**config.mk**
```make
export PLATFORM = sky130hd
export DESIGN_NAME = msdf_mul_online
export DESIGN_NICKNAME = d
export VERILOG_FILES = /design/src/rtl/msdf_mul_online.sv
export SDC_FILE = /design/constraint.sdc
export NUM_CORES = 1
export LEC_CHECK = 0
export BUFFER_PORTS_ARGS = -buffer_cell sky130_fd_sc_hd__buf_2
export CORE_ASPECT_RATIO = 0.8
export CORE_UTILIZATION = 45
export DETAILED_ROUTE_END_ITERATION = 16
export PLACE_DENSITY = 0.63
export SLEW_MARGIN = 10
export SYNTH_ARGS = -nofsm -noshare
export SYNTH_HDL_FRONTEND = slang
export SYNTH_SLANG_ARGS = --single-unit
```
**constraint.sdc**
```tcl
create_clock -name clk -period 8.55 [get_ports clk]
set_input_delay 0.855 -clock clk [delete_from_list [all_inputs] [get_ports clk]]
set_output_delay 0.855 -clock clk [all_outputs]
set_load 0.05 [all_outputs]
```
**src/rtl/msdf_mul_online.sv**
```systemverilog
// Radix-2 MSDF online serial-serial multiplier with frame handshake.
// Consumes one signed-digit pair per step, emits N product digits after
// DELTA initialisation steps; W, X and Y are two's complement with F
// fractional bits (F = RW-2).
module msdf_mul_online #(
    parameter int N     = 8,
    parameter int DELTA = 3,
    parameter int RW    = N + DELTA + 3
) (
    input  logic       clk,
    input  logic       rst,
    input  logic       start,
    input  logic       in_valid,
    input  logic [1:0] xj,
    input  logic [1:0] yj,
    output logic       in_ready,
    output logic [1:0] Zj,
    output logic       ready_Zj,
    output logic       z_last,
    output logic       busy
);

    localparam logic [1:0] R2_ZERO    = 2'b00;
    localparam logic [1:0] R2_POS_ONE = 2'b01;
    localparam logic [1:0] R2_NEG_ONE = 2'b10;

    localparam int F  = RW - 2;
    localparam int KW = $clog2(N + DELTA + 1);

    localparam logic [KW-1:0] K_LOAD_END = KW'(N - 1);
    localparam logic [KW-1:0] K_LAST     = KW'(N + DELTA - 1);
    localparam logic [KW-1:0] K_DELTA    = KW'(DELTA);
    localparam logic [KW-1:0] K_FM1      = KW'(F - 1);

    localparam logic signed [RW-1:0] HALF = {2'b00, 1'b1, {(F-1){1'b0}}};
    localparam logic signed [RW-1:0] ONE  = {2'b01, {F{1'b0}}};

    typedef enum logic [1:0] {IDLE, LOAD, FLUSH} state_t;

    state_t                 state_q, state_d;
    logic signed [RW-1:0]   w_q, w_d;
    logic signed [RW-1:0]   xa_q, xa_d;
    logic signed [RW-1:0]   ya_q, ya_d;
    logic [KW-1:0]          k_q, k_d;
    logic [1:0]             zj_q, zj_d;
    logic                   zv_q, zv_d;
    logic                   zl_q, zl_d;

    logic                   step;
    logic                   sel;
    logic [1:0]             x_dig, y_dig, z_dig;
    logic [KW-1:0]          shamt;
    logic signed [RW-1:0]   pos, xa_n, ya_n, term, v, w_sel;

    // Multiply a residual-format value by a signed digit; 2'b11 counts as zero.
    function automatic logic signed [RW-1:0] sd_mul(input logic [1:0] d,
                                                    input logic signed [RW-1:0] a);
        case (d)
            R2_POS_ONE: sd_mul = a;
            R2_NEG_ONE: sd_mul = -a;
            default:    sd_mul = '0;
        endcase
    endfunction

    // Registers: FSM, residual, operand accumulators, step counter, output digit.
    always_ff @(posedge clk or negedge rst) begin
        if (!rst) begin
            state_q <= IDLE;
            w_q     <= '0;
            xa_q    <= '0;
            ya_q    <= '0;
            k_q     <= '0;
            zj_q    <= R2_ZERO;
            zv_q    <= 1'b0;
            zl_q    <= 1'b0;
        end else begin
            state_q <= state_d;
            w_q     <= w_d;
            xa_q    <= xa_d;
            ya_q    <= ya_d;
            k_q     <= k_d;
            zj_q    <= zj_d;
            zv_q    <= zv_d;
            zl_q    <= zl_d;
        end
    end

    // One recurrence step: accumulate operands, form v, select digit, next state.
    always_comb begin
        state_d = state_q;
        w_d     = w_q;
        xa_d    = xa_q;
        ya_d    = ya_q;
        k_d     = k_q;
        zj_d    = R2_ZERO;
        zv_d    = 1'b0;
        zl_d    = 1'b0;

        step  = (state_q == LOAD && in_valid) || (state_q == FLUSH);
        sel   = (k_q >= K_DELTA);
        x_dig = (state_q == LOAD) ? xj : R2_ZERO;
        y_dig = (state_q == LOAD) ? yj : R2_ZERO;

        // Weight 2^-(k+1); shamt only matters in LOAD, where it is non-negative.
        shamt = K_FM1 - k_q;
        pos   = {{(RW-1){1'b0}}, 1'b1} << shamt;
        xa_n  = xa_q + sd_mul(x_dig, pos);
        ya_n  = ya_q + sd_mul(y_dig, pos);
        // X/Y have no bits below weight 2^-N, so the DELTA shift is exact.
        term  = sd_mul(x_dig, ya_n) + sd_mul(y_dig, xa_q);
        v     = (w_q <<< 1) + (term >>> DELTA);

        if (v >= HALF) begin
            z_dig = R2_POS_ONE;
            w_sel = v - ONE;
        end else if (v < -HALF) begin
            z_dig = R2_NEG_ONE;
            w_sel = v + ONE;
        end else begin
            z_dig = R2_ZERO;
            w_sel = v;
        end

        case (state_q)
            IDLE: begin
                // The z_last cycle still counts as busy, so start is dropped there.
                if (start && !zl_q) begin
                    w_d     = '0;
                    xa_d    = '0;
                    ya_d    = '0;
                    k_d     = '0;
                    state_d = LOAD;
                end
            end
            LOAD, FLUSH: begin
                if (step) begin
                    w_d  = sel ? w_sel : v;
                    xa_d = xa_n;
                    ya_d = ya_n;
                    k_d  = k_q + 1'b1;
                    if (sel) begin
                        zj_d = z_dig;
                        zv_d = 1'b1;
                        zl_d = (k_q == K_LAST);
                    end
                    if (state_q == LOAD && k_q == K_LOAD_END) begin
                        state_d = FLUSH;
                    end else if (state_q == FLUSH && k_q == K_LAST) begin
                        // Start on the final flush step opens the next frame directly.
                        if (start) begin
                            w_d     = '0;
                            xa_d    = '0;
                            ya_d    = '0;
                            k_d     = '0;
                            state_d = LOAD;
                        end else begin
                            state_d = IDLE;
                        end
                    end
                end
            end
            default: state_d = IDLE;
        endcase
    end

    assign in_ready = (state_q == LOAD);
    assign Zj       = zj_q;
    assign ready_Zj = zv_q;
    assign z_last   = zl_q;
    assign busy     = (state_q != IDLE) || zl_q;

endmodule

```
==> results.ini, run 1 <==
[placement]
hpwlAfterDp_um=11700
dpl-instance-area_um2=6210
dp.cells=911
gp_congestion=0.910
io_buffer_count=13

[floorplanning]
die_area_um2=13800
ioPinCount=14
fp.dieH_um=105
start_util=0.464
core_um2=12900
num_rows=37
die_w_um=131

[hold_path]
hold-path-endpoint=w_q[5]
hold_depth=2
holdCritStartpoint=w_q[5]
hp-class=flip-flop to flip-flop

[cts]
cts_tree=done
cts.sinks=51
clockBufferDepth=2
htreeDepth=2
path_clk_slew_ns=0.08
clk_latency_ns=0.31
cts_buffers=5
root_buffer=clkbuf_16

[routing]
wl_met2_um=6880
routed_wl_um=16000
via_per_inst=6.02
drc=0
wire_per_inst_um=17.4
via_count=5533
route.met3.wl_um=917
drt_iter0_drc=478
top_layer=met4
wl_met1_um=7970
dr.pass1.iters=5
postRouteAntennaNets=0

[synthesis]
avgSynthCellArea_um2=8.00
yosysSeqAreaShare=0.213
ys_ff_latch=51
yosys_warnings=0
syn_inst=749
yosysUniqueCellTypes=73
syn_area_um2=5990
synthArstFlopShare=1.00
syn_nets=832
synth_edf_count=0
ys.flop_type=dfrtp_1

[sta]
worstMarginPinSlew_ns=1.09
fin_crit_ns=8.02
drv_slew=0
setup-tns-final_ns=0
fin_hold_ws_ns=0.494
rsz0062_at_grt=false
maxSlewHeadroom=0.273
max_freq_mhz=125
finalClockSkew_ns=0.0111
finalHoldViolCount=0
fin_crit_sh=0.939
setup_viol=0

[setup_path]
critPathKind=flip-flop to flip-flop
cp_common_cell=ha_1
required_ns=8.72
cp.arrival_ns=8.19
cpPeakStageDelay_ns=0.44
cp-end-kind=flip-flop
r2r_cells=35
r2r-start=state_q[1]
reg2reg_slack_ns=0.53
crit_fanout=10
r2r-end=w_q[12]
start_kind=flip-flop
worst_path_max_delay_cell=ha_1

[grt]
grt_max_degree=52
grt_pass1_wl_um=26200
antenna_found_initial=0
grt-ovfl-total=0
grt_pass1_vias=5123
grt.total_usage=0.242

[cells_and_area]
drive_gt1_frac=0.0874
area_growth_pct=6.54
final_cells=919
final_cell_mix=nor2_1, ha_1, nand2_1
diodes=0
stdcell_area_um2=6380
final_common_cell=nor2_1
nets=826

[pwr]
ir_drop_uv=207
power_density_nw_per_um2=253
p_leak_nw=2.98

[outcome]
status=completed

[job]
drv_cap=0

==> metal layers <==
layer  up-vias  GRT usage
met1      2631      0.370
li1       2698          -
met3        22     0.0261
met5         -          0
met4         0     0.0550
met2       182      0.358
==> cell usage after synthesis, drive strengths merged, types with 3 or more instances <==
cell | n | share of area
nand2 | 63 | 0.040
or3 | 18 | 0.021
a21oi | 32 | 0.027
a32oi | 17 | 0.025
inv | 31 | 0.019
or2 | 5 | 0.0052
nor2b | 11 | 0.013
and2 | 7 | 0.0075
nand3 | 14 | 0.012
o41ai | 3 | 0.0044
o31ai | 6 | 0.0075
ha | 72 | 0.15
a211oi | 5 | 0.0071
a22o | 11 | 0.016
nor2 | 91 | 0.057
o21bai | 9 | 0.011
fa | 3 | 0.010
o21ai | 61 | 0.051
nor4 | 4 | 0.0092
clkbuf | 30 | 0.019
o211ai | 7 | 0.0096
nand3b | 3 | 0.0038
mux2i | 3 | 0.0050
a21o | 13 | 0.016
buf | 8 | 0.0084
dfrtp | 51 | 0.21
o21a | 9 | 0.011
a31oi | 7 | 0.0073
xor2 | 24 | 0.035
a22oi | 28 | 0.037
and3 | 9 | 0.0094
nand4 | 3 | 0.0031
nor3 | 12 | 0.010
nor3b | 3 | 0.0046
xnor2 | 41 | 0.061
nand2b | 11 | 0.011
==> stage by stage <==
stage	setup slack [ns]	power, W	util
2_1_floorplan	1.17	0.00114	-
3_3_place_gp	0.548	0.00135	0.481
3_5_place_dp	0.515	0.00138	0.481
4_1_cts	0.520	0.00161	0.492
5_1_grt	0.00262	0.00174	0.494
6_report	0.526	0.00162	0.494
==> power breakdown <==
group          internal, W  switching [W]  total, W  leakage [nW]
registers         0.000283      0.0000420  0.000324         0.706
logic             0.000387       0.000684   0.00107          2.20
clock network     0.000112       0.000110  0.000222        0.0759
total             0.000782       0.000836   0.00162          2.98
==> critical path, delay by kind of cell (launching register included) <==
family,cells,cell delay [ns]
compound gates,14,2.77
xor+xnor,5,1.09
fa+ha+maj,6,2.09
buf+inv,2,0.17
flops,1,0.41
simple gates,8,1.34
==> layout make-up <==
cell class              instances  area (um2)
fillers                      1266        6530
multi-input cells             629        4460
flip-flops and latches         51        1280
well taps                     175         219
repair buffers                 25         155
clock buffers                   5         125
inverters                      31         116
clock inverters                 3        28.8
==> registers in the layout, summed over array words and instances, names as in the netlist <==
signal and flops:
xa_q 14, ya_q 14, w_q 13, k_q 4
Zj 2, state_q 2, ready_Zj 1, z_last 1
==> repair_timing <==
item / in CTS / in global routing
setup endpoints to repair: 0 / 3
setup buffers: 0 / 0
hold buffers: 0 / 0
gates resized for setup: 0 / 4
==> how the worst max path moves through the flow <==
stage | end | cells after the start | startpoint
final | w_q[12] | 35 | state_q[1]
after global routing | w_q[12] | 34 | state_q[1]
after CTS | w_q[12] | 37 | state_q[1]
after detailed placement | w_q[12] | 36 | yj[0]
after global placement | w_q[12] | 34 | yj[0]
after floorplan | w_q[12] | 34 | k_q[2]
==> kinds of logic after synthesis <==
group                      synth area share
and+or+nand+nor                       0.213
AOI/OAI and AO/OA                     0.260
adders and majority gates             0.160
buffers and inverters                0.0466
xor gates and xnor gates              0.100
DFF                                   0.213
muxes                               0.00689
No activity file was read; power rests on OpenSTA's default activity.
==> run 2: changes to the inputs <==
--- a/config.mk
+++ b/config.mk
@@ -9,7 +9,7 @@
 export CORE_ASPECT_RATIO = 0.8
 export CORE_UTILIZATION = 45
 export DETAILED_ROUTE_END_ITERATION = 16
-export PLACE_DENSITY = 0.63
+export PLACE_DENSITY = 0.62
 export SLEW_MARGIN = 10
 export SYNTH_ARGS = -nofsm -noshare
 export SYNTH_HDL_FRONTEND = slang
==> results.ini, run 2 (synthesis results as in run 1) <==
[cts]
path_clk_slew_ns=0.08  ; about the same
clk_latency_ns=0.31  ; about the same
root_buffer=clkbuf_16
cts.sinks=51  ; unchanged
cts_buffers=5  ; unchanged
clockBufferDepth=2  ; unchanged
cts_tree=done
hold_buffers=0  ; unchanged
post_cts_buffers=0  ; unchanged
cts_resized=0  ; unchanged
htreeDepth=2  ; unchanged

[sta]
rsz0062_at_grt=false
setup-tns-final_ns=0  ; unchanged
finalHoldViolCount=0  ; unchanged
fin_crit_sh=0.922  ; -0.0167
maxSlewHeadroom=0.298  ; +0.0248
drv_slew=0  ; unchanged
finalClockSkew_ns=0.0117  ; +0.000597 ns
max_freq_mhz=127  ; +1.8%
worstMarginPinSlew_ns=1.05  ; -0.0372 ns
setup_viol=0  ; unchanged
setup_slack_ns=0.668  ; +0.143 ns
fin_crit_ns=7.88  ; -0.143 ns

[placement]
dp.cells=911  ; unchanged
hpwlAfterDp_um=11800  ; +0.44%
gp_congestion=0.966  ; +6.1%
dpl-instance-area_um2=6210  ; unchanged
pre_cts_ws_ns=0.634  ; +0.119 ns
io_buffer_count=13  ; unchanged

[setup_path]
cpPeakStageDelay_ns=0.44  ; about the same
cp-end-kind=flip-flop
reg2reg_slack_ns=0.67  ; +0.14 ns
critPathKind=flip-flop to flip-flop
crit_fanout=10  ; unchanged
endpoint=w_q[12]
required_ns=8.73  ; about the same
cp_common_cell=ha_1
start_kind=flip-flop
r2r-end=w_q[12]
cp.arrival_ns=8.06  ; -0.13 ns
r2r-start=state_q[1]
worst_path_max_delay_cell=ha_1
r2r_cells=34  ; -2.9%
cp-startpoint=state_q[1]

[routing]
drt_iter0_drc=499  ; +4.4%
dr.pass1.iters=5  ; unchanged
wire_per_inst_um=17.4  ; -0.11%
via_per_inst=6.03  ; about the same
postRouteAntennaNets=0  ; unchanged
drc=0  ; unchanged
via_count=5538  ; +0.090%
routed_wl_um=16000  ; -0.11%

[hold_path]
hp-class=flip-flop to flip-flop
hold_depth=2  ; unchanged
holdCritStartpoint=w_q[2]

[cells_and_area]
reg.largest.list=xa_q x14, ya_q x14, w_q x13
fillers=1233  ; -2.6%
diodes=0  ; unchanged
final_common_cell=nor2_1
final_cells=919  ; unchanged
stdcell_area_um2=6360  ; -0.33%
register_area_um2=1280  ; unchanged
multiInputGateArea_um2=4440  ; -0.48%
area_growth_pct=6.18
final_cell_mix=nor2_1, ha_1, nand2_1
nets=826  ; unchanged
drive_gt1_frac=0.0833  ; -0.00403

[floorplanning]
fp.dieH_um=105  ; unchanged
die_w_um=131  ; unchanged
die_area_um2=13800  ; unchanged
core_um2=12900  ; unchanged
start_util=0.464  ; unchanged
ioPinCount=14  ; unchanged
num_rows=37  ; unchanged

[job]
drv_cap=0  ; unchanged

[grt]
grt-ovfl-total=0  ; unchanged
grt_max_degree=52  ; unchanged
antenna_found_initial=0  ; unchanged
grt_pass1_vias=5065  ; -1.1%
grt.total_usage=0.242  ; about the same
grt_pass1_wl_um=26000  ; -0.87%

[outcome]
status=completed

[pwr]
ir_drop_uv=194  ; -6.4%
power_density_nw_per_um2=254  ; +0.13%
p_leak_nw=2.96  ; -0.53%

[run 2: cell counts in the layout (fill, tap and decap cells not counted)]
Identical to the previous run, type by type.
[run 2: where the power goes]
group	switching, W	internal, W	total (W)	leakage [nW]
clock network	0.000110	0.000112	0.000222	0.0759
logic	0.000681	0.000385	0.00107	2.18
registers	0.0000435	0.000283	0.000326	0.706
total	0.000834	0.000780	0.00161	2.96
[run 2: worst max-delay path, delay by kind of cell (launching register included)]
family / cells / cell delay (ns)
fa+ha+maj: 6 / 1.96
simple gates: 10 / 1.87
xor+xnor: 5 / 1.17
flops: 1 / 0.41
compound gates: 11 / 2.13
buf+inv: 2 / 0.18
[run 2: layer usage]
metal	wire (um)	vias to the layer above	GRT usage
met5	0	-	0
met4	250	0	0.0681
met3	926	24	0.0399
met2	6920	169	0.367
met1	7880	2650	0.349
li1	-	2695	-
[run 2: how the worst min path moves through the flow]
stage / end / slack, ns
floorplan: w_q[10] / 0.46
global placement: w_q[5] / 0.47
detailed placement: w_q[7] / 0.48
CTS: w_q[7] / 0.50
global route: w_q[6] / 0.52
finish: w_q[2] / 0.50
[run 2: per-stage QoR]
step | hold WS (ns) | power [W] | utilization
floorplan | 0.455 | 0.00114 | -
global placement | 0.469 | 0.00135 | 0.481
detailed placement | 0.478 | 0.00138 | 0.481
CTS | 0.496 | 0.00160 | 0.492
global route | 0.525 | 0.00173 | 0.492
finish | 0.495 | 0.00161 | 0.492
[run 2: final cells by class]
cell class              instances  share of cell area
clock buffers                   5              0.0197
clock inverters                 3             0.00452
inverters                      31              0.0183
multi-input cells             629               0.698
flip-flops and latches         51               0.201
well taps                     175              0.0344
repair buffers                 25              0.0244
==> run 3: changes to the inputs <==
--- a/config.mk
+++ b/config.mk
@@ -7,9 +7,9 @@
 export LEC_CHECK = 0
 export BUFFER_PORTS_ARGS = -buffer_cell sky130_fd_sc_hd__buf_2
 export CORE_ASPECT_RATIO = 0.8
-export CORE_UTILIZATION = 45
+export CORE_UTILIZATION = 35
 export DETAILED_ROUTE_END_ITERATION = 16
-export PLACE_DENSITY = 0.62
+export PLACE_DENSITY = 0.51
 export SLEW_MARGIN = 10
 export SYNTH_ARGS = -nofsm -noshare
 export SYNTH_HDL_FRONTEND = slang
==> results.ini, run 3 (synthesis results as in run 1) <==
[outcome]
status=completed

[cts]
cts.sinks=51  ; unchanged
clk_latency_ns=0.31  ; about the same
path_clk_slew_ns=0.08  ; about the same
cts_tree=done
clockBufferDepth=2  ; unchanged
cts_buffers=5  ; unchanged
htreeDepth=2  ; unchanged
post_cts_buffers=0  ; unchanged
root_buffer=clkbuf_16

[setup_path]
reg2reg_slack_ns=0.52  ; -0.15 ns
r2r_cells=33  ; -2.9%
crit_fanout=13  ; +3
r2r-start=k_q[0]
cp_common_cell=ha_1
critPathKind=flip-flop to flip-flop
worst_path_max_delay_cell=or4_1
cpPeakStageDelay_ns=0.59  ; +0.15 ns
required_ns=8.72  ; about the same
cp.arrival_ns=8.20  ; +0.14 ns
r2r-end=w_q[12]
cp-end-kind=flip-flop
start_kind=flip-flop

[grt]
antenna_found_initial=0  ; unchanged
grt_max_degree=52  ; unchanged
grt_pass1_wl_um=27700  ; +6.7%
grt-ovfl-total=0  ; unchanged
grt.total_usage=0.200  ; -0.0422
grt_pass1_vias=5149  ; +1.7%

[sta]
setup_viol=0  ; unchanged
finalClockSkew_ns=0.00660  ; -0.00505 ns
fin_crit_sh=0.939  ; +0.0175
setup-tns-final_ns=0  ; unchanged
maxSlewHeadroom=0.203  ; -0.0943
max_freq_mhz=125  ; -1.9%
worstMarginPinSlew_ns=1.19  ; +0.142 ns
finalHoldViolCount=0  ; unchanged
drv_slew=0  ; unchanged
fin_crit_ns=8.03  ; +0.150 ns
rsz0062_at_grt=false

[cells_and_area]
stdcell_area_um2=6460  ; +1.5%
reg.largest.list=xa_q x14, ya_q x14, w_q x13
drive_gt1_frac=0.0847  ; +0.00134
final_common_cell=nor2_1
final_cell_mix=nor2_1, ha_1, nand2_1
final_cells=964  ; +4.9%
fillers=1701  ; +38%
diodes=0  ; unchanged
nets=826  ; unchanged
area_growth_pct=7.81

[routing]
via_count=5462  ; -1.4%
wire_per_inst_um=17.6  ; +1.3%
dr.pass1.iters=6  ; +1
wl_met2_um=6900  ; -0.30%
drt_iter0_drc=379  ; -24%
wl_met1_um=9260  ; +17%
route.met3.wl_um=635  ; -31%
postRouteAntennaNets=0  ; unchanged
routed_wl_um=17000  ; +6.3%
top_layer=met4
drc=0  ; unchanged
via_per_inst=5.67  ; -6.0%

[placement]
hpwlAfterDp_um=12500  ; +5.7%
io_buffer_count=13  ; unchanged
dpl-instance-area_um2=6260  ; +0.91%
dp.cells=956  ; +4.9%
gp_congestion=0.855  ; -11%

[floorplanning]
fp.dieH_um=119  ; +13%
start_util=0.360  ; -0.104
core_um2=16700  ; +29%
num_rows=42  ; +14%
die_w_um=148  ; +13%
ioPinCount=14  ; unchanged
die_area_um2=17600  ; +28%

[pwr]
power_density_nw_per_um2=260  ; +2.3%
p_leak_nw=2.98  ; +0.47%
ir_drop_uv=111  ; -43%

[hold_path]
hold-path-endpoint=w_q[3]
holdCritStartpoint=w_q[3]
hold_depth=2  ; unchanged
hp-class=flip-flop to flip-flop

[job]
drv_cap=0  ; unchanged

-- run 3: changes by cell type in the layout (fill, tap and decap cells not counted) --
cell / change
clkinv_4: -2
nor2_1: -1
bufinv_16: +2
inv_8: -1
nor2_2: +1
clkinvlp_4: +1
-- run 3: area by class of cell --
class	count	area, um2	area share
well taps	220	275	0.0426
flip-flops and latches	51	1280	0.198
multi-input cells	629	4440	0.688
clock inverters	3	67.6	0.0105
clock buffers	5	125	0.0194
repair buffers	25	155	0.0240
inverters	31	116	0.0180
-- run 3: where the power goes --
part	switching [W]	total [W]	internal, W
Clock	0.000107	0.000275	0.000168
Combinational	0.000692	0.00108	0.000384
Sequential	0.0000428	0.000325	0.000282
-- run 3: stage by stage --
stage	hold WS, ns	setup slack (ns)	total power (W)	util
2_1_floorplan	0.455	1.17	0.00114	-
3_3_place_gp	0.472	0.459	0.00138	0.376
3_5_place_dp	0.478	0.402	0.00140	0.376
4_1_cts	0.498	0.493	0.00168	0.388
5_1_grt	0.516	0.0259	0.00181	0.388
6_report	0.492	0.519	0.00168	0.388
-- run 3: how the worst max path moves through the flow --
stage | from | endpoint | slack [ns] | depth (start not counted)
detailed placement | yj[0] | w_q[12] | 0.40 | 34
floorplan | k_q[2] | w_q[12] | 1.17 | 34
global placement | yj[0] | w_q[12] | 0.46 | 34
global route | k_q[0] | w_q[12] | 0.03 | 35
CTS | state_q[1] | w_q[12] | 0.49 | 35
finish | k_q[0] | w_q[12] | 0.52 | 33
-- run 3: critical path, delay by kind of cell (launching register included) --
kind	cells	cell delay (ns)
AOI/OAI and AO/OA	13	2.38
xor gates and xnor gates	4	0.77
adders and majority gates	5	1.69
DFF	1	0.45
and+or+nand+nor	11	2.59
-- run 3: timing repair --
item	in CTS	in global routing
hold buffers	0	0
resized for setup	0	1
endpoints found under the setup margin	0	1
endpoints found under the hold margin	0	0
-- run 3: metal layers --
layer	vias up	global-route usage
met3	16	0.0245
met1	2625	0.310
li1	2705	-
met2	116	0.288
met5	-	0
met4	0	0.0432
